`src/rtl/event_polarity_persistence_filter_pkg.sv`:
```
// Shared types for the event polarity-persistence filter: FSM state enum,
// reference event layout and a saturating counter helper.
// Ports: none (package).
package evf_pkg;

   // Reference widths for the packed event layout (x, y, t, p; MSB first).
   localparam int EVF_X_W = 8;
   localparam int EVF_Y_W = 8;
   localparam int EVF_T_W = 16;
   localparam int EVF_P_W = 1;

   typedef enum logic [1:0] {
      IDLE = 2'd0,
      HOLD = 2'd1,
      EMIT = 2'd2
   } evf_state_t;

   typedef struct packed {
      logic [EVF_X_W-1:0] x;
      logic [EVF_Y_W-1:0] y;
      logic [EVF_T_W-1:0] t;
      logic [EVF_P_W-1:0] p;
   } evf_event_t;

   // Increment that sticks at all-ones instead of wrapping.
   function automatic logic [15:0] sat_inc(input logic [15:0] v, input logic en);
      return (en && (v != 16'hFFFF)) ? v + 16'd1 : v;
   endfunction

endpackage

```
`src/rtl/event_polarity_persistence_filter_if.sv`:
```
// Event-stream bundle: input valid/ready + event fields, output valid/ready +
// FIFO head fields, and FIFO occupancy.
// Modports: master = event source / sink side, slave = filter side.
interface event_polarity_persistence_filter_if #(
   parameter int X_W        = 8,
   parameter int Y_W        = 8,
   parameter int T_W        = 16,
   parameter int P_W        = 1,
   parameter int FIFO_DEPTH = 8
);
   localparam int LVL_W = $clog2(FIFO_DEPTH) + 1;

   logic             in_valid;
   logic             in_ready;
   logic [X_W-1:0]   in_x;
   logic [Y_W-1:0]   in_y;
   logic [T_W-1:0]   in_t;
   logic [P_W-1:0]   in_p;

   logic             out_valid;
   logic             out_ready;
   logic [X_W-1:0]   out_x;
   logic [Y_W-1:0]   out_y;
   logic [T_W-1:0]   out_t;
   logic [P_W-1:0]   out_p;
   logic [LVL_W-1:0] fifo_level;

   modport master (
      output in_valid, in_x, in_y, in_t, in_p, out_ready,
      input  in_ready, out_valid, out_x, out_y, out_t, out_p, fifo_level
   );

   modport slave (
      input  in_valid, in_x, in_y, in_t, in_p, out_ready,
      output in_ready, out_valid, out_x, out_y, out_t, out_p, fifo_level
   );

endinterface

```
`src/rtl/event_polarity_persistence_filter_fifo.sv`:
```
// evf_fifo: generic first-word-fall-through FIFO with registered level.
// Latency: a push is visible at rd_dat_o on the next clock; push+pop when full is legal.
// Backpressure: full_o is exported; push while full without a pop is ignored, pop while empty is ignored.
// Ports: clk, rst_n, push_i/push_dat_i, pop_i, rd_dat_o, full_o, empty_o, level_o.
module evf_fifo #(
   parameter  int WIDTH = 33,
   parameter  int DEPTH = 8,
   localparam int PTR_W = $clog2(DEPTH),
   localparam int LVL_W = PTR_W + 1
) (
   input  logic             clk,
   input  logic             rst_n,
   input  logic             push_i,
   input  logic [WIDTH-1:0] push_dat_i,
   input  logic             pop_i,
   output logic [WIDTH-1:0] rd_dat_o,
   output logic             full_o,
   output logic             empty_o,
   output logic [LVL_W-1:0] level_o
);

   logic [WIDTH-1:0] mem_q [DEPTH];
   logic [PTR_W-1:0] wr_ptr_q, rd_ptr_q;
   logic [LVL_W-1:0] level_q, level_d;
   logic [WIDTH-1:0] last_q;
   logic             push_ok, pop_ok;

   assign empty_o = (level_q == '0);
   assign full_o  = (level_q == LVL_W'(DEPTH));
   assign level_o = level_q;

   assign pop_ok  = pop_i & ~empty_o;
   // A pop in the same cycle frees the slot, so a full FIFO can still accept.
   assign push_ok = push_i & (~full_o | pop_ok);

   always_comb begin
      level_d = level_q;
      if (push_ok && !pop_ok) begin
         level_d = level_q + LVL_W'(1);
      end else if (!push_ok && pop_ok) begin
         level_d = level_q - LVL_W'(1);
      end
   end

   always_ff @(posedge clk or negedge rst_n) begin
      if (!rst_n) begin
         wr_ptr_q <= '0;
         rd_ptr_q <= '0;
         level_q  <= '0;
         last_q   <= '0;
      end else begin
         if (push_ok) begin
            wr_ptr_q <= wr_ptr_q + PTR_W'(1);
         end
         if (pop_ok) begin
            rd_ptr_q <= rd_ptr_q + PTR_W'(1);
            last_q   <= mem_q[rd_ptr_q];
         end
         level_q <= level_d;
      end
   end

   // Storage needs no reset: it is only observed through level_q.
   always_ff @(posedge clk) begin
      if (push_ok) begin
         mem_q[wr_ptr_q] <= push_dat_i;
      end
   end

   // When empty, present the last popped word instead of stale storage.
   assign rd_dat_o = empty_o ? last_q : mem_q[rd_ptr_q];

endmodule

```
`src/rtl/event_polarity_persistence_filter.sv`:
```
// Polarity-persistence filter: holds each event HOLD_CYCLES clocks, drops it if an opposite-polarity event arrives.
// Latency: surviving event pushed HOLD_CYCLES+1 clocks after capture, visible at out_* one clock later.
// Backpressure: in_ready low while a survivor waits for FIFO space; output FIFO absorbs downstream stalls.
// Ports: clk, rst_n (async active-low), bus (slave modport: in_*/out_*/fifo_level).
// Optional EVF_STATS_EN adds 16-bit saturating stat_pass / stat_drop / stat_merge outputs.
module event_polarity_persistence_filter
   import evf_pkg::*;
#(
   parameter int X_W         = 8,
   parameter int Y_W         = 8,
   parameter int T_W         = 16,
   parameter int P_W         = 1,
   parameter int HOLD_CYCLES = 4,
   parameter int FIFO_DEPTH  = 8
) (
   input  logic clk,
   input  logic rst_n,
   event_polarity_persistence_filter_if.slave bus
`ifdef EVF_STATS_EN
   ,
   output logic [15:0] stat_pass,
   output logic [15:0] stat_drop,
   output logic [15:0] stat_merge
`endif
);

   localparam int         EV_W     = X_W + Y_W + T_W + P_W;
   localparam logic [7:0] HOLD_CNT = 8'(HOLD_CYCLES);

   evf_state_t      state_q, state_d;
   logic [EV_W-1:0] cand_q, cand_d;
   logic [7:0]      cnt_q, cnt_d;
   logic [EV_W-1:0] in_ev, head_ev;
   logic            in_xfer, out_pop, p_diff, push, fifo_full, fifo_empty;

   assign in_ev = {bus.in_x, bus.in_y, bus.in_t, bus.in_p};

   // rst_n gates in_ready so nothing is accepted while reset is asserted.
   assign bus.in_ready = rst_n & (state_q != EMIT);
   assign in_xfer      = bus.in_valid & bus.in_ready;
   assign out_pop      = bus.out_valid & bus.out_ready;
   assign p_diff       = (bus.in_p != cand_q[P_W-1:0]);

   always_comb begin
      state_d = state_q;
      cand_d  = cand_q;
      cnt_d   = cnt_q;
      push    = 1'b0;
      case (state_q)
         IDLE: begin
            if (in_xfer) begin
               cand_d  = in_ev;
               cnt_d   = 8'd1;
               state_d = HOLD;
            end
         end
         HOLD: begin
            // Contradiction beats window expiry; same polarity is simply absorbed.
            if (in_xfer && p_diff) begin
               cand_d = in_ev;
               cnt_d  = 8'd1;
            end else if (cnt_q == HOLD_CNT) begin
               state_d = EMIT;
            end else begin
               cnt_d = cnt_q + 8'd1;
            end
         end
         EMIT: begin
            if (!fifo_full || out_pop) begin
               push    = 1'b1;
               state_d = IDLE;
            end
         end
         default: state_d = IDLE;
      endcase
   end

   always_ff @(posedge clk or negedge rst_n) begin
      if (!rst_n) begin
         state_q <= IDLE;
         cand_q  <= '0;
         cnt_q   <= '0;
      end else begin
         state_q <= state_d;
         cand_q  <= cand_d;
         cnt_q   <= cnt_d;
      end
   end

   evf_fifo #(
      .WIDTH (EV_W),
      .DEPTH (FIFO_DEPTH)
   ) u_fifo (
      .clk        (clk),
      .rst_n      (rst_n),
      .push_i     (push),
      .push_dat_i (cand_q),
      .pop_i      (out_pop),
      .rd_dat_o   (head_ev),
      .full_o     (fifo_full),
      .empty_o    (fifo_empty),
      .level_o    (bus.fifo_level)
   );

   assign bus.out_valid = ~fifo_empty;
   assign {bus.out_x, bus.out_y, bus.out_t, bus.out_p} = head_ev;

`ifdef EVF_STATS_EN
   logic [15:0] pass_q, drop_q, merge_q;
   logic        hold_xfer;

   assign hold_xfer = (state_q == HOLD) & in_xfer;

   always_ff @(posedge clk or negedge rst_n) begin
      if (!rst_n) begin
         pass_q  <= '0;
         drop_q  <= '0;
         merge_q <= '0;
      end else begin
         pass_q  <= sat_inc(pass_q, push);
         drop_q  <= sat_inc(drop_q, hold_xfer & p_diff);
         merge_q <= sat_inc(merge_q, hold_xfer & ~p_diff);
      end
   end

   assign stat_pass  = pass_q;
   assign stat_drop  = drop_q;
   assign stat_merge = merge_q;
`endif

endmodule
```
`src/flat_wrapper.sv`:
```
// flat-port wrapper written by rule: the top's interface ports become plain ports
module event_polarity_persistence_filter_flat import evf_pkg::*;
#(
   parameter int X_W         = 8,
   parameter int Y_W         = 8,
   parameter int T_W         = 16,
   parameter int P_W         = 1,
   parameter int HOLD_CYCLES = 4,
   parameter int FIFO_DEPTH  = 8
)
  (clk, rst_n, bus_in_valid, bus_in_x, bus_in_y, bus_in_t, bus_in_p, bus_out_ready, bus_in_ready, bus_out_valid, bus_out_x, bus_out_y, bus_out_t, bus_out_p, bus_fifo_level);
  event_polarity_persistence_filter_if #(.X_W(X_W), .Y_W(Y_W), .T_W(T_W), .P_W(P_W), .FIFO_DEPTH(FIFO_DEPTH)) bus_i ();
  input  logic clk;
  input  logic rst_n;
  input wire logic [$bits(bus_i.in_valid)-1:0] bus_in_valid;
  input wire logic [$bits(bus_i.in_x)-1:0] bus_in_x;
  input wire logic [$bits(bus_i.in_y)-1:0] bus_in_y;
  input wire logic [$bits(bus_i.in_t)-1:0] bus_in_t;
  input wire logic [$bits(bus_i.in_p)-1:0] bus_in_p;
  input wire logic [$bits(bus_i.out_ready)-1:0] bus_out_ready;
  output wire logic [$bits(bus_i.in_ready)-1:0] bus_in_ready;
  output wire logic [$bits(bus_i.out_valid)-1:0] bus_out_valid;
  output wire logic [$bits(bus_i.out_x)-1:0] bus_out_x;
  output wire logic [$bits(bus_i.out_y)-1:0] bus_out_y;
  output wire logic [$bits(bus_i.out_t)-1:0] bus_out_t;
  output wire logic [$bits(bus_i.out_p)-1:0] bus_out_p;
  output wire logic [$bits(bus_i.fifo_level)-1:0] bus_fifo_level;
  assign bus_i.in_valid = bus_in_valid;
  assign bus_i.in_x = bus_in_x;
  assign bus_i.in_y = bus_in_y;
  assign bus_i.in_t = bus_in_t;
  assign bus_i.in_p = bus_in_p;
  assign bus_i.out_ready = bus_out_ready;
  assign bus_in_ready = bus_i.in_ready;
  assign bus_out_valid = bus_i.out_valid;
  assign bus_out_x = bus_i.out_x;
  assign bus_out_y = bus_i.out_y;
  assign bus_out_t = bus_i.out_t;
  assign bus_out_p = bus_i.out_p;
  assign bus_fifo_level = bus_i.fifo_level;
  event_polarity_persistence_filter #(.X_W(X_W), .Y_W(Y_W), .T_W(T_W), .P_W(P_W), .HOLD_CYCLES(HOLD_CYCLES), .FIFO_DEPTH(FIFO_DEPTH)) u_core (.clk(clk), .rst_n(rst_n), .bus(bus_i));
endmodule
```
`config.mk`:
```
export PLATFORM = sky130hd
export DESIGN_NAME = event_polarity_persistence_filter_flat
export DESIGN_NICKNAME = d
export VERILOG_FILES = /design/src/rtl/event_polarity_persistence_filter_pkg.sv /design/src/rtl/event_polarity_persistence_filter_if.sv /design/src/rtl/event_polarity_persistence_filter_fifo.sv /design/src/rtl/event_polarity_persistence_filter.sv /design/src/flat_wrapper.sv
export SDC_FILE = /design/constraint.sdc
export NUM_CORES = 1
export LEC_CHECK = 0
export CORE_AREA = 2 2 162 164
export CTS_BUF_LIST = sky130_fd_sc_hd__clkbuf_2 sky130_fd_sc_hd__clkbuf_4 sky130_fd_sc_hd__clkbuf_8
export DETAILED_ROUTE_END_ITERATION = 7
export DIE_AREA = 0 0 164 166
export DONT_BUFFER_PORTS = 1
export GPL_ROUTABILITY_DRIVEN = 0
export GPL_TIMING_DRIVEN = 0
export PLACE_DENSITY = 0.72
export SETUP_SLACK_MARGIN = 0.5
export SLEW_MARGIN = 20
export SYNTH_ARGS = -nofsm -noshare
export SYNTH_HDL_FRONTEND = slang
export SYNTH_SLANG_ARGS = --single-unit
```
`constraint.sdc`:
```
create_clock -name clk -period 3.7 [get_ports clk]
set_input_delay 0.555 -clock clk [delete_from_list [all_inputs] [get_ports clk]]
set_output_delay 0.555 -clock clk [all_outputs]
set_load 0.05 [all_outputs]
```
After elaboration in Yosys (flattened, before gate mapping)
Memory sizes are Yosys's and may differ from the RTL's.
Index checks and enable logic that the tools add are counted.
Operators by class
  add/sub/neg operators: 5
  equal/unequal tests: 12
  mux-type cells: 19
  bitwise gates (word level): 8
  reduce and logical (&&, ||, !) cells: 14
Operators with widths (count)
  33-bit two-way mux: 3
  33-bit one-hot mux with 2 select lines: 1
  8-bit two-way mux: 3
  8-bit one-hot mux with 2 select lines: 1
  8-bit by 1-bit adder with 8-bit output (second input constant): 1
  8-bit by 3-bit == test with 1-bit output (second input constant): 1
  2-bit two-way mux: 4
  4-bit two-way mux: 2
  2-bit by 1-bit inequality test with 1-bit output (second input constant): 4
  3-bit by 1-bit adder with 3-bit output (second input constant): 2
  2-bit one-hot mux with 3 select lines: 1
  3-bit AND reduction: 2
  1-bit AND: 5
  4-bit by 1-bit adder with 4-bit output (second input constant): 1
  4-bit == test (second input constant): 1
  4-bit zero test: 1
  1-bit two-way mux: 4
  2-bit inequality test (second input constant): 2
  4-bit AND reduction: 1
  2-bit nonzero test: 2
  4-bit by 1-bit subtractor with 4-bit output (second input constant): 1
  1-bit logical AND: 3
  1-bit zero test: 3
  3-bit by 2-bit inequality test with 1-bit output (second input constant): 1
  7 further kinds: 8
Storage, ports and cells
  register bits: 86
  bits in writable memories: 264
  bits of input ports: 37
  output and inout port bits: 39
  logic and storage cells: 66
  memories: 1
Memories
  u_core.u_fifo.mem_q: depth 8, width 33, rd ports 1, clocked after Yosys merged registers in 0, wr ports 1, RTL line event_polarity_persistence_filter_fifo.sv:22  | logic [WIDTH-1:0] mem_q [DEPTH];

Logic depth before layout (Yosys ltp)
  depth in word-level cells: 11
  depth in mapped cells: 12
  mapped depth without buffers: 9

Modules after synthesis
Synthesis repeated with hierarchy kept, for this count alone.
Second synthesis, totals
  cells, all modules: 878
  area total of the unflattened synthesis: 14074.7 sq um
By module, submodules not included
  evf_fifo: times used 1, cells an instance 738, area each 12211.7 sq um, sequential area each 9003.6 sq um
  event_polarity_persistence_filter: times used 1, cells an instance 140, area each 1863.0 sq um, sequential area each 1076.0 sq um

Least setup slack after synthesis
OpenSTA, ideal clock, no wires.
  kind: register to register
  start point: reg u_core.u_fifo.level_q[0] (netlist: u_core.u_fifo.level_o[0])
  end point: mem u_core.u_fifo.mem_q[4][0] (enable)
  setup time: 0.464 ns
  arrival: 3.716 ns
  required time: 3.236 ns
  slack: -0.480 ns
  cell stages (with the launch flop): 5
  buffers on the path: 0
  clock period less this slack: 4.180 ns
  path through: dfrtp_1 nor3_1 a31oi_1 nand2_1 nor3_1
Between the ends
  word-level cells in the longest chain between the ends: 9
  elaborated cells between the ends (all ways): 14
  classes of those cells: 1 x eq/ne; 4 x mux; 6 x bitwise; 3 x reduce/logical
Ends and longest elaborated chain
  start, declared: RTL line event_polarity_persistence_filter_fifo.sv:24  | logic [LVL_W-1:0] level_q, level_d;
  start signal, assigned: RTL line event_polarity_persistence_filter_fifo.sv:59  | level_q <= level_d;
  4-bit zero test: RTL line event_polarity_persistence_filter_fifo.sv:28  | assign empty_o = (level_q == '0);
  1-bit NOT: RTL line event_polarity_persistence_filter_fifo.sv:32, event_polarity_persistence_filter.sv:105
  1-bit AND: RTL line event_polarity_persistence_filter.sv:41  | assign out_pop = bus.out_valid & bus.out_ready;
  1-bit logical OR: RTL line event_polarity_persistence_filter.sv:69  | if (!fifo_full || out_pop) begin
  1-bit two-way mux: RTL line event_polarity_persistence_filter.sv:69
  1-bit two-way mux: RTL line event_polarity_persistence_filter.sv:49  | case (state_q)
  1-bit AND *: RTL line event_polarity_persistence_filter_fifo.sv:34  | assign push_ok = push_i & (~full_o | pop_ok);
  net u_core.u_fifo.push_ok: RTL line event_polarity_persistence_filter_fifo.sv:26  | logic push_ok, pop_ok;
  1-bit two-way mux *: RTL line event_polarity_persistence_filter_fifo.sv:65  | if (push_ok) begin
  1-bit two-way mux (implied by the code) *: RTL line event_polarity_persistence_filter_fifo.sv:66  | mem_q[wr_ptr_q] <= push_dat_i;
  end, declared: RTL line event_polarity_persistence_filter_fifo.sv:22
Mark *: on every way through the listed nets, which the timed path passes. The rest lies on a longest branch.

Final worst setup path
  start point: reg u_core.u_fifo.level_q[1] (netlist: u_core.u_fifo.level_o[1])
  end point: out bus_out_t[4]
Between the ends
  word-level cells in the longest chain between the ends: 2
Ends and longest elaborated chain
  4-bit zero test: RTL line event_polarity_persistence_filter_fifo.sv:28
  33-bit two-way mux: RTL line event_polarity_persistence_filter_fifo.sv:71  | assign rd_dat_o = empty_o ? last_q : mem_q[rd_ptr_q];
  end, declared: RTL line flat_wrapper.sv:25  | output wire logic [$bits(bus_i.out_t)-1:0] bus_out_t;
Every way passes these cells.

==> reports/metrics.yaml <==
status: "complete, no violations"
whs_ns: 0.120
finalSetupViolCount: 0
max_clock_freq_mhz: 314
dp_hpwl_mm: 18.6
coreArea_mm2: 0.0256
area_growth_pct: 19.8
cap_viol_max_count: 0
die_h_um: 166
final_common_cell: "edfxtp_1"
syn_inst: 744
clk_pin_slew_ns: 0.06
worstMarginPinSlew_ns: 0.796
die_x_um: 164
htreeDepth: 2
period_share: 0.861
final_cell_mix: "edfxtp_1 (264), dfrtp_1 (83), mux4_2 (66)"
drc: 0
synth_area_mm2: 0.0137
drtAntennaViolNets: 0
ys_seq_elements: 350
crit_top_cell: "buf_8"
pwr_density_cell_mw_per_mm2: 882
hold_violations: 0
routed_wl_mm: 30.6
cp-end-kind: "primary output"
rsz0062_at_grt: "yes"
hold_class: "input pin to register"
clk-insertion-delay-late_ns: 0.57
cts_max_path_buffers: 3
antenna_found_initial: 0
grt_use_met3: 0.0577
cts_sinks: 350
relSlewSlack: 0.469
crit_arrival_ns: 2.63
critPathBufInv: 3
synth_cell_types: 43
fin_nets: 867
grt-busiest-layer: "met2"
synth_nets: 789
dp_slack_ns: 0.208
period_minus_slack_ns: 3.19
yosys_warnings: 0
first_pass_iters: 5
first_global_vias: 7700
slowest_stage: "dfrtp_4"
syn_avg_cell_area_um2: 18.5
critical_path_class: "register to primary output"
crit_required_ns: 3.14
cts_tree: "yes"
path_max_fanout: 12
io_pins: 76
grt_start_max_net_pins: 87
grt_util_all_layers: 0.229
gr-usage-met2: 0.369
num_rows: 59
diodes: 0
root_buffer: "clkbuf_8"
drive_gt1_frac: 0.369
grtUsageMet1: 0.313
finalClockSkew_ns: 0.0174
finalMaxSlewViolations: 0
crit_family: "flip-flops"
vias: 7220
yosysSeqAreaShare: 0.734
initial_utilization: 0.536
die-area_mm2: 0.0272
synth_top_area_share: 0.577
setup_slack_ns: 0.515
synth_area_leaders: "edfxtp_1 (58%), dfrtp_1 (16%), mux4_2 (11%)"
critical_path.max_stage_delay_ns: 0.58
overflow: 0
cts_made_buffers: 54
io_buffers: 0
start_kind: "register"
grt_pass1_wl_mm: 45.6
crit_path_cell_trace: "or4_4 > buf_8 > buf_8 > buf_12 > a21oi_4"
vias_per_cell: 6.01
wire_per_inst_um: 25.4
drt-initial-drc-count: 640
yosysTopAreaCell: "edfxtp_1"
vdd_ir_drop_max_uv: 595
p_leak_nw: 5.69
==> metal layers <==
layer  share of wire  wire, µm  vias to the layer above
met2            0.49     15000                      360
met3           0.091      2780                       68
li1                -         -                     3073
met5               0         0                        -
met4           0.023       712                        0
met1            0.40     12100                     3719
==> area by class of cell <==
class | instances | area [µm²]
clock buffers | 74 | 956
fillers | 1702 | 9170
repair buffers | 22 | 500
multi-input cells | 350 | 3970
inverters | 6 | 22.5
plain buffers | 38 | 349
clock inverters | 27 | 144
well taps | 335 | 419
flip-flops and latches | 350 | 10100
==> what timing repair did <==
action / 4_1_cts / 5_1_grt
setup endpoints to repair: 34 / 31
cloned: 0 / 2
gates resized for setup: 94 / 38
hold buffers: 2 / 0
hold endpoints to repair: 86 / 0
pin swaps: 6 / 7
setup buffers: 0 / 0
==> synthesized netlist by cell type (all sizes together) <==
cell type,count
nand4,1
mux4,66
nand2b,4
and3,2
mux2i,35
xnor2,8
o22ai,1
nand3b,1
buf,30
nand3,4
a22o,3
dfrtp,86
clkbuf,8
a41oi,2
o21a,2
nand2,40
nor2b,1
a21boi,1
nor3,4
inv,6
a211oi,1
o21ai,37
or4,1
fa,1
a21o,1
ha,7
xor2,1
and2,2
a31o,1
a21oi,37
mux2,36
a31oi,6
nor4bb,1
nor2,43
edfxtp,264
==> flip-flops by register name, indices dropped and copies added, names as in the netlist <==
signal                  flops
u_core.cand_q              33
u_core.cnt_q                8
u_core.state_q              2
u_core.u_fifo.last_q       33
u_core.u_fifo.level_o       4
u_core.u_fifo.mem_q       264
u_core.u_fifo.rd_ptr_q      3
u_core.u_fifo.wr_ptr_q      3
==> report_power, final <==
part	leakage [nW]	internal [mW]	switching, mW	total (mW)
combinational	1.69	2.04	3.40	5.44
sequential	3.41	5.15	0.737	5.89
clock	0.592	1.74	1.44	3.18
total	5.69	8.93	5.58	14.5
==> per-stage QoR <==
stage          total power [mW]   util  TNS (ns)  std cells  cell area (µm²)
6_report                   14.5  0.642         0       1202            16400
5_1_grt                    15.1  0.642         0       1202            16400
4_1_cts                    14.3  0.634         0       1200            16200
3_5_place_dp               10.4  0.572         0       1097            14700
3_3_place_gp               10.2  0.553   -334.02       1079            14200
2_1_floorplan              9.36      -         0        744            13700
==> path summary, 6_finish.rpt <==
| kind | from | endpoint | slack, ns | cells after the start |
|---|---|---|---|---|
| worst max-delay path | u_core.u_fifo.level_o[1]$_DFFE_PN0P_ | bus_out_t[4] | 0.51 | 5 |
| worst min-delay path | bus_in_t[11] | u_core.cand_q[12]$_DFFE_PN0P_ | 0.12 | 1 |
| worst max register to register | u_core.u_fifo.level_o[1]$_DFFE_PN0P_ | u_core.u_fifo.level_o[3]$_DFFE_PN0P_ | 0.57 | 12 |
| worst min register to register | u_core.u_fifo.last_q[15]$_DFFE_PN0P_ | u_core.u_fifo.last_q[15]$_DFFE_PN0P_ | 0.49 | 2 |
| max in group asynchronous | rst_n | u_core.u_fifo.level_o[0]$_DFFE_PN0P_ | 2.65 | 2 |
| min in group asynchronous | rst_n | u_core.u_fifo.rd_ptr_q[0]$_DFFE_PN0P_ | 0.68 | 2 |
==> cells by family (layout without fill, tap and decap cells) <==
| family | count (synthesis) | after routing | share of synthesized area |
|---|---|---|---|
| adder cells (fa/ha/maj) | 8 | 8 | 0.00783 |
| AO/OA/AOI/OAI | 92 | 92 | 0.0379 |
| flip-flops | 350 | 350 | 0.734 |
| AND/OR/NAND/NOR | 104 | 104 | 0.0322 |
| buffers and inverters | 44 | 167 | 0.0192 |
| XOR/XNOR | 9 | 9 | 0.00574 |
| multiplexers | 137 | 137 | 0.163 |
==> worst register-to-register path, stage by stage (launching register included) <==
cell and delay, ns:
dfrtp_4 0.58, or4_4 0.59, buf_8 0.17, nand2_4 0.10
buf_8 0.15, buf_12 0.15, ha_1 0.17, inv_1 0.10
ha_1 0.30, a21o_1 0.20, a21oi_2 0.15, mux2i_1 0.23
xnor2_1 0.09
Note: power is estimated with default switching activity, not from simulation.
==> variant 1, RTL diff (same flow settings) <==
`X_W` is set to 8 in 3 places; all go to 12.
--- a/src/rtl/event_polarity_persistence_filter_if.sv
+++ b/src/rtl/event_polarity_persistence_filter_if.sv
@@ -2,7 +2,7 @@
 // FIFO head fields, and FIFO occupancy.
 // Modports: master = event source / sink side, slave = filter side.
 interface event_polarity_persistence_filter_if #(
-   parameter int X_W        = 8,
+   parameter int X_W        = 12,
    parameter int Y_W        = 8,
    parameter int T_W        = 16,
    parameter int P_W        = 1,
--- a/src/rtl/event_polarity_persistence_filter.sv
+++ b/src/rtl/event_polarity_persistence_filter.sv
@@ -6,7 +6,7 @@
 module event_polarity_persistence_filter
    import evf_pkg::*;
 #(
-   parameter int X_W         = 8,
+   parameter int X_W         = 12,
    parameter int Y_W         = 8,
    parameter int T_W         = 16,
    parameter int P_W         = 1,
--- a/src/flat_wrapper.sv
+++ b/src/flat_wrapper.sv
@@ -1,7 +1,7 @@
 // flat-port wrapper written by rule: the top's interface ports become plain ports
 module event_polarity_persistence_filter_flat import evf_pkg::*;
 #(
-   parameter int X_W         = 8,
+   parameter int X_W         = 12,
    parameter int Y_W         = 8,
    parameter int T_W         = 16,
    parameter int P_W         = 1,
Interface: changed (resized bus_in_x and bus_out_x); port bits go from 76 to 84. The function was not compared with the original's and may differ.
==> variant 1 against the original RTL <==
Sequential cell count rose by 40. Non-clock buffer count rose by 7. Cell area rose by 10%. Worst setup slack got worse by 0.0058 ns. Area after synthesis rose by 11%. Wire length rose by 7.9%. Total power rose by 11%. Die area did not move. Highest routed layer unchanged.
==> variant 1: results (changes against the original RTL) <==
DR WL met2 17000 µm (+14%); largest cells by area after synthesis edfxtp_1 (58%), dfrtp_1 (15%), mux4_2 (11%); global-route met3 utilization 5.72% (-0.050 points); metal3 WL 2420 µm (-13%); Pleak 6.33 nW (+11%); DR vias 7955 (+10%); CP Data Arrival Time 2.64 ns (about the same); Final min period 3.19 ns (+0.00581 ns); GR Layer Usage met1 33.0% (+1.7 points); largest net degree at the start of global routing 95 (+9.2%); Mapped Nets 878 (+11%); nonclk buf count 67 (+12%); hold worst-path end u_core.cand_q[6]; wl on met1 12900 µm (+6.8%); Setup Fix Bufs, Post-CTS 1 (+1); worst slack, placed 0.0969 ns (-0.111 ns); #MultiIn Comb 391 (+12%); top post-synthesis cells by count edfxtp_1 (296), dfrtp_1 (94), mux4_2 (74), nand2_1 (50), nor2_1 (48); Resized Gates After CTS 113 (+20%); fraction of area in registers 62.0% (+0.68 points); per-cell routed wire length 25.4 µm (-0.27%); DP Wirelength 20200 µm (+8.7%); vias in the first global route 8526 (+11%); TritonCTS buffer count 59 (+9.3%); Power Density 889 nW/µm² (+0.79%); Clock-cell share 6.85% (+0.17 points); FFs w/ async S/R, synth 24.1% (-0.47 points); outcome complete, no violations; total track usage 25.1% (+2.2 points); min-delay src bus_in_t[5]; CP max FO 10 (-2); worst skew pair latency 0.61 ns (+0.04 ns); clock buffer count 95 (+28%); sequential area share after synthesis 73.6% (+0.18 points); GR Layer Usage met2 42.3% (+5.4 points); antenna cells 1 (+1); post-route insts no fill 1301 (+8.2%); initial antenna violation count 1 (+1); non-clock inverter count 5 (-1); total clock sinks 390 (+11%); Fillers 1553 (-8.8%); worst hold slack 0.0946 ns (-0.0255 ns); dpl cell area 16200 µm² (+11%); first-pass GRT wire length 49800 µm (+9.3%); Post-synth EDFFs 296 (+12%); r2r startpoint u_core.u_fifo.level_o[0]; non-clock buffer share of cell area 4.90% (-0.26 points); cells after synthesis 829 (+11%); Nets 963 (+11%); layout cell share with drive strength beyond 1 36.1% (-0.85 points); starting DRC count in detailed routing 584 (-8.8%); top flop regs u_core.u_fifo.mem_q x296, u_core.cand_q x37, u_core.u_fifo.last_q x37; worst vdd ir 538 µV (-9.7%)
## variant 1: changes by cell type in the layout (fill, tap and decap cells not counted), moves of 7 or more
cell	before	now
mux2i_1	8	29
edfxtp_1	264	296
clkbuf_4	11	28
clkinv_1	13	5
nand2_1	39	50
dfrtp_1	83	90
mux2i_2	24	8
nor3_1	2	10
mux4_2	66	74
## variant 1: where the power goes
part	internal, W	leakage [nW]	switching (W)
Clock	0.00201	0.664	0.00159
Sequential	0.00575	3.80	0.000805
Combinational	0.00218	1.87	0.00380
Total	0.00993	6.33	0.00620
## variant 1: logic make-up (layout without fill, tap and decap cells)
logic type      after synthesis  in the layout  share of synthesized area (%)
other cells                   0              1                              0
xor+xnor                      9              9                          0.516
simple gates                127            127                           3.55
fa+ha+maj                     8              8                          0.704
mux                         152            152                           16.3
compound gates               95             95                           3.41
buf+inv                      48            184                           1.92
flops                       390            390                           73.6
==> variant 2, RTL diff (same settings) <==
Made on the original files. Re-encode `evf_state_t` (3 states) as one-hot, 3 bits wide.
--- a/src/rtl/event_polarity_persistence_filter_pkg.sv
+++ b/src/rtl/event_polarity_persistence_filter_pkg.sv
@@ -9,10 +9,10 @@
    localparam int EVF_T_W = 16;
    localparam int EVF_P_W = 1;
 
-   typedef enum logic [1:0] {
-      IDLE = 2'd0,
-      HOLD = 2'd1,
-      EMIT = 2'd2
+   typedef enum logic [2:0] {
+      IDLE = 3'b001,
+      HOLD = 3'b010,
+      EMIT = 3'b100
    } evf_state_t;
 
    typedef struct packed {
Check against the original RTL: same outputs for any inputs over 10 cycles, from zero or initial values and one cycle with rst_n low; not proved beyond that.
==> variant 2 against the original RTL <==
Area after synthesis is 1.1% higher. Register-to-register slack worse by 0.05 ns. Cell area is 0.18% lower. Worst setup slack better by 0.0041 ns. Total power is 5.3% lower. Wire length is 1.9% lower. Sequential cell count is 1 higher. Global-route usage is 0.57 points lower. Largest cell class unchanged. Highest routed layer unchanged.
==> variant 2: results (changes against the original RTL) <==
Least-Margin Pin Slew 0.940 ns (+0.143 ns); largest cells by area after synthesis edfxtp_1 (57%), dfrtp_1 (16%), mux4_2 (11%); FFs w/ async S/R, synth 24.8% (+0.21 points); global-route met3 utilization 4.72% (-1.0 points); CP max FO 10 (-2); vias in the first global route 7948 (+3.2%); metal3 WL 2020 µm (-27%); placed cells 1114 (+1.5%); Synth Area in Compound Gates 3.88% (+0.095 points); count of different cell masters after synthesis 49 (+14%); first-pass GRT wire length 45400 µm (-0.50%); hold worst-path end u_core.cand_q[16]; worst hold slack 0.118 ns (-0.00165 ns); DR WL met2 15100 µm (+1.1%); starting DRC count in detailed routing 583 (-8.9%); Clock Skew 0.0174 ns (-0.00000710 ns); DR vias 7372 (+2.1%); maximum clock rate 0.314 GHz (+0.13%); wl on met1 12300 µm (+1.4%); TritonCTS buffer count 55 (+1.9%); Pleak 5.71 nW (+0.29%); dpl cell area 14600 µm² (about the same); largest net degree at the start of global routing 88 (+1.1%); cells after synthesis 766 (+3.0%); Total Wirelength 30000 µm (-1.9%); Resized Gates After CTS 90 (-4.3%); GR Layer Usage met2 36.9% (about the same); outcome complete, no violations; worst vdd ir 551 µV (-7.4%); CP Data Arrival Time 3.62 ns (+0.99 ns); min-delay src bus_in_t[15]; total track usage 22.3% (-0.57 points); Mapped Nets 811 (+2.8%); Nets 885 (+2.1%); layout cell share with drive strength beyond 1 34.0% (-2.9 points)
[variant 2: power by group]
group,internal [W],switching (W)
Clock,0.00199,0.00143
Sequential,0.00486,0.000521
Combinational,0.00176,0.00318
[variant 2: worst max-delay path: cells and delay by family (launching register included)]
family / cells / cell delay [ns]
adder cells (fa/ha/maj): 2 / 0.54
flip-flops: 1 / 0.58
buffers and inverters: 3 / 0.46
AND/OR/NAND/NOR: 2 / 0.67
multiplexers: 1 / 0.25
AO/OA/AOI/OAI: 3 / 0.53
[variant 2: final cells by class]
| class | count | area (µm²) |
|---|---|---|
| sequential | 351 | 10100 |
| fill | 1678 | 9200 |
| multi-input combinational | 371 | 4030 |
| clock buffer | 86 | 1040 |
| tap | 335 | 419 |
| timing repair buffer | 17 | 340 |
| buffer | 40 | 315 |
| clock inverter | 16 | 145 |
| inverter | 4 | 15.0 |
[variant 2: worst max path at each step]
stage | from | to | cells after the start | slack, ns
2_1_floorplan | u_core.u_fifo.level_o[1] | bus_out_x[0] | 4 | 0.53
3_3_place_gp | u_core.state_q[2] | u_core.u_fifo.mem_q[3][19] | 5 | -0.97
3_5_place_dp | u_core.u_fifo.level_o[1] | u_core.u_fifo.level_o[3] | 10 | 0.13
4_1_cts | u_core.u_fifo.level_o[2] | bus_out_t[2] | 5 | 0.49
5_1_grt | u_core.u_fifo.level_o[1] | u_core.u_fifo.level_o[3] | 11 | 0.37
6_report | u_core.u_fifo.level_o[1] | u_core.u_fifo.level_o[3] | 11 | 0.52
[variant 2: logic make-up after synthesis]
logic type | Yosys count
xor+xnor | 6
buf+inv | 44
flops | 351
compound gates | 98
fa+ha+maj | 8
simple gates | 123
mux | 136
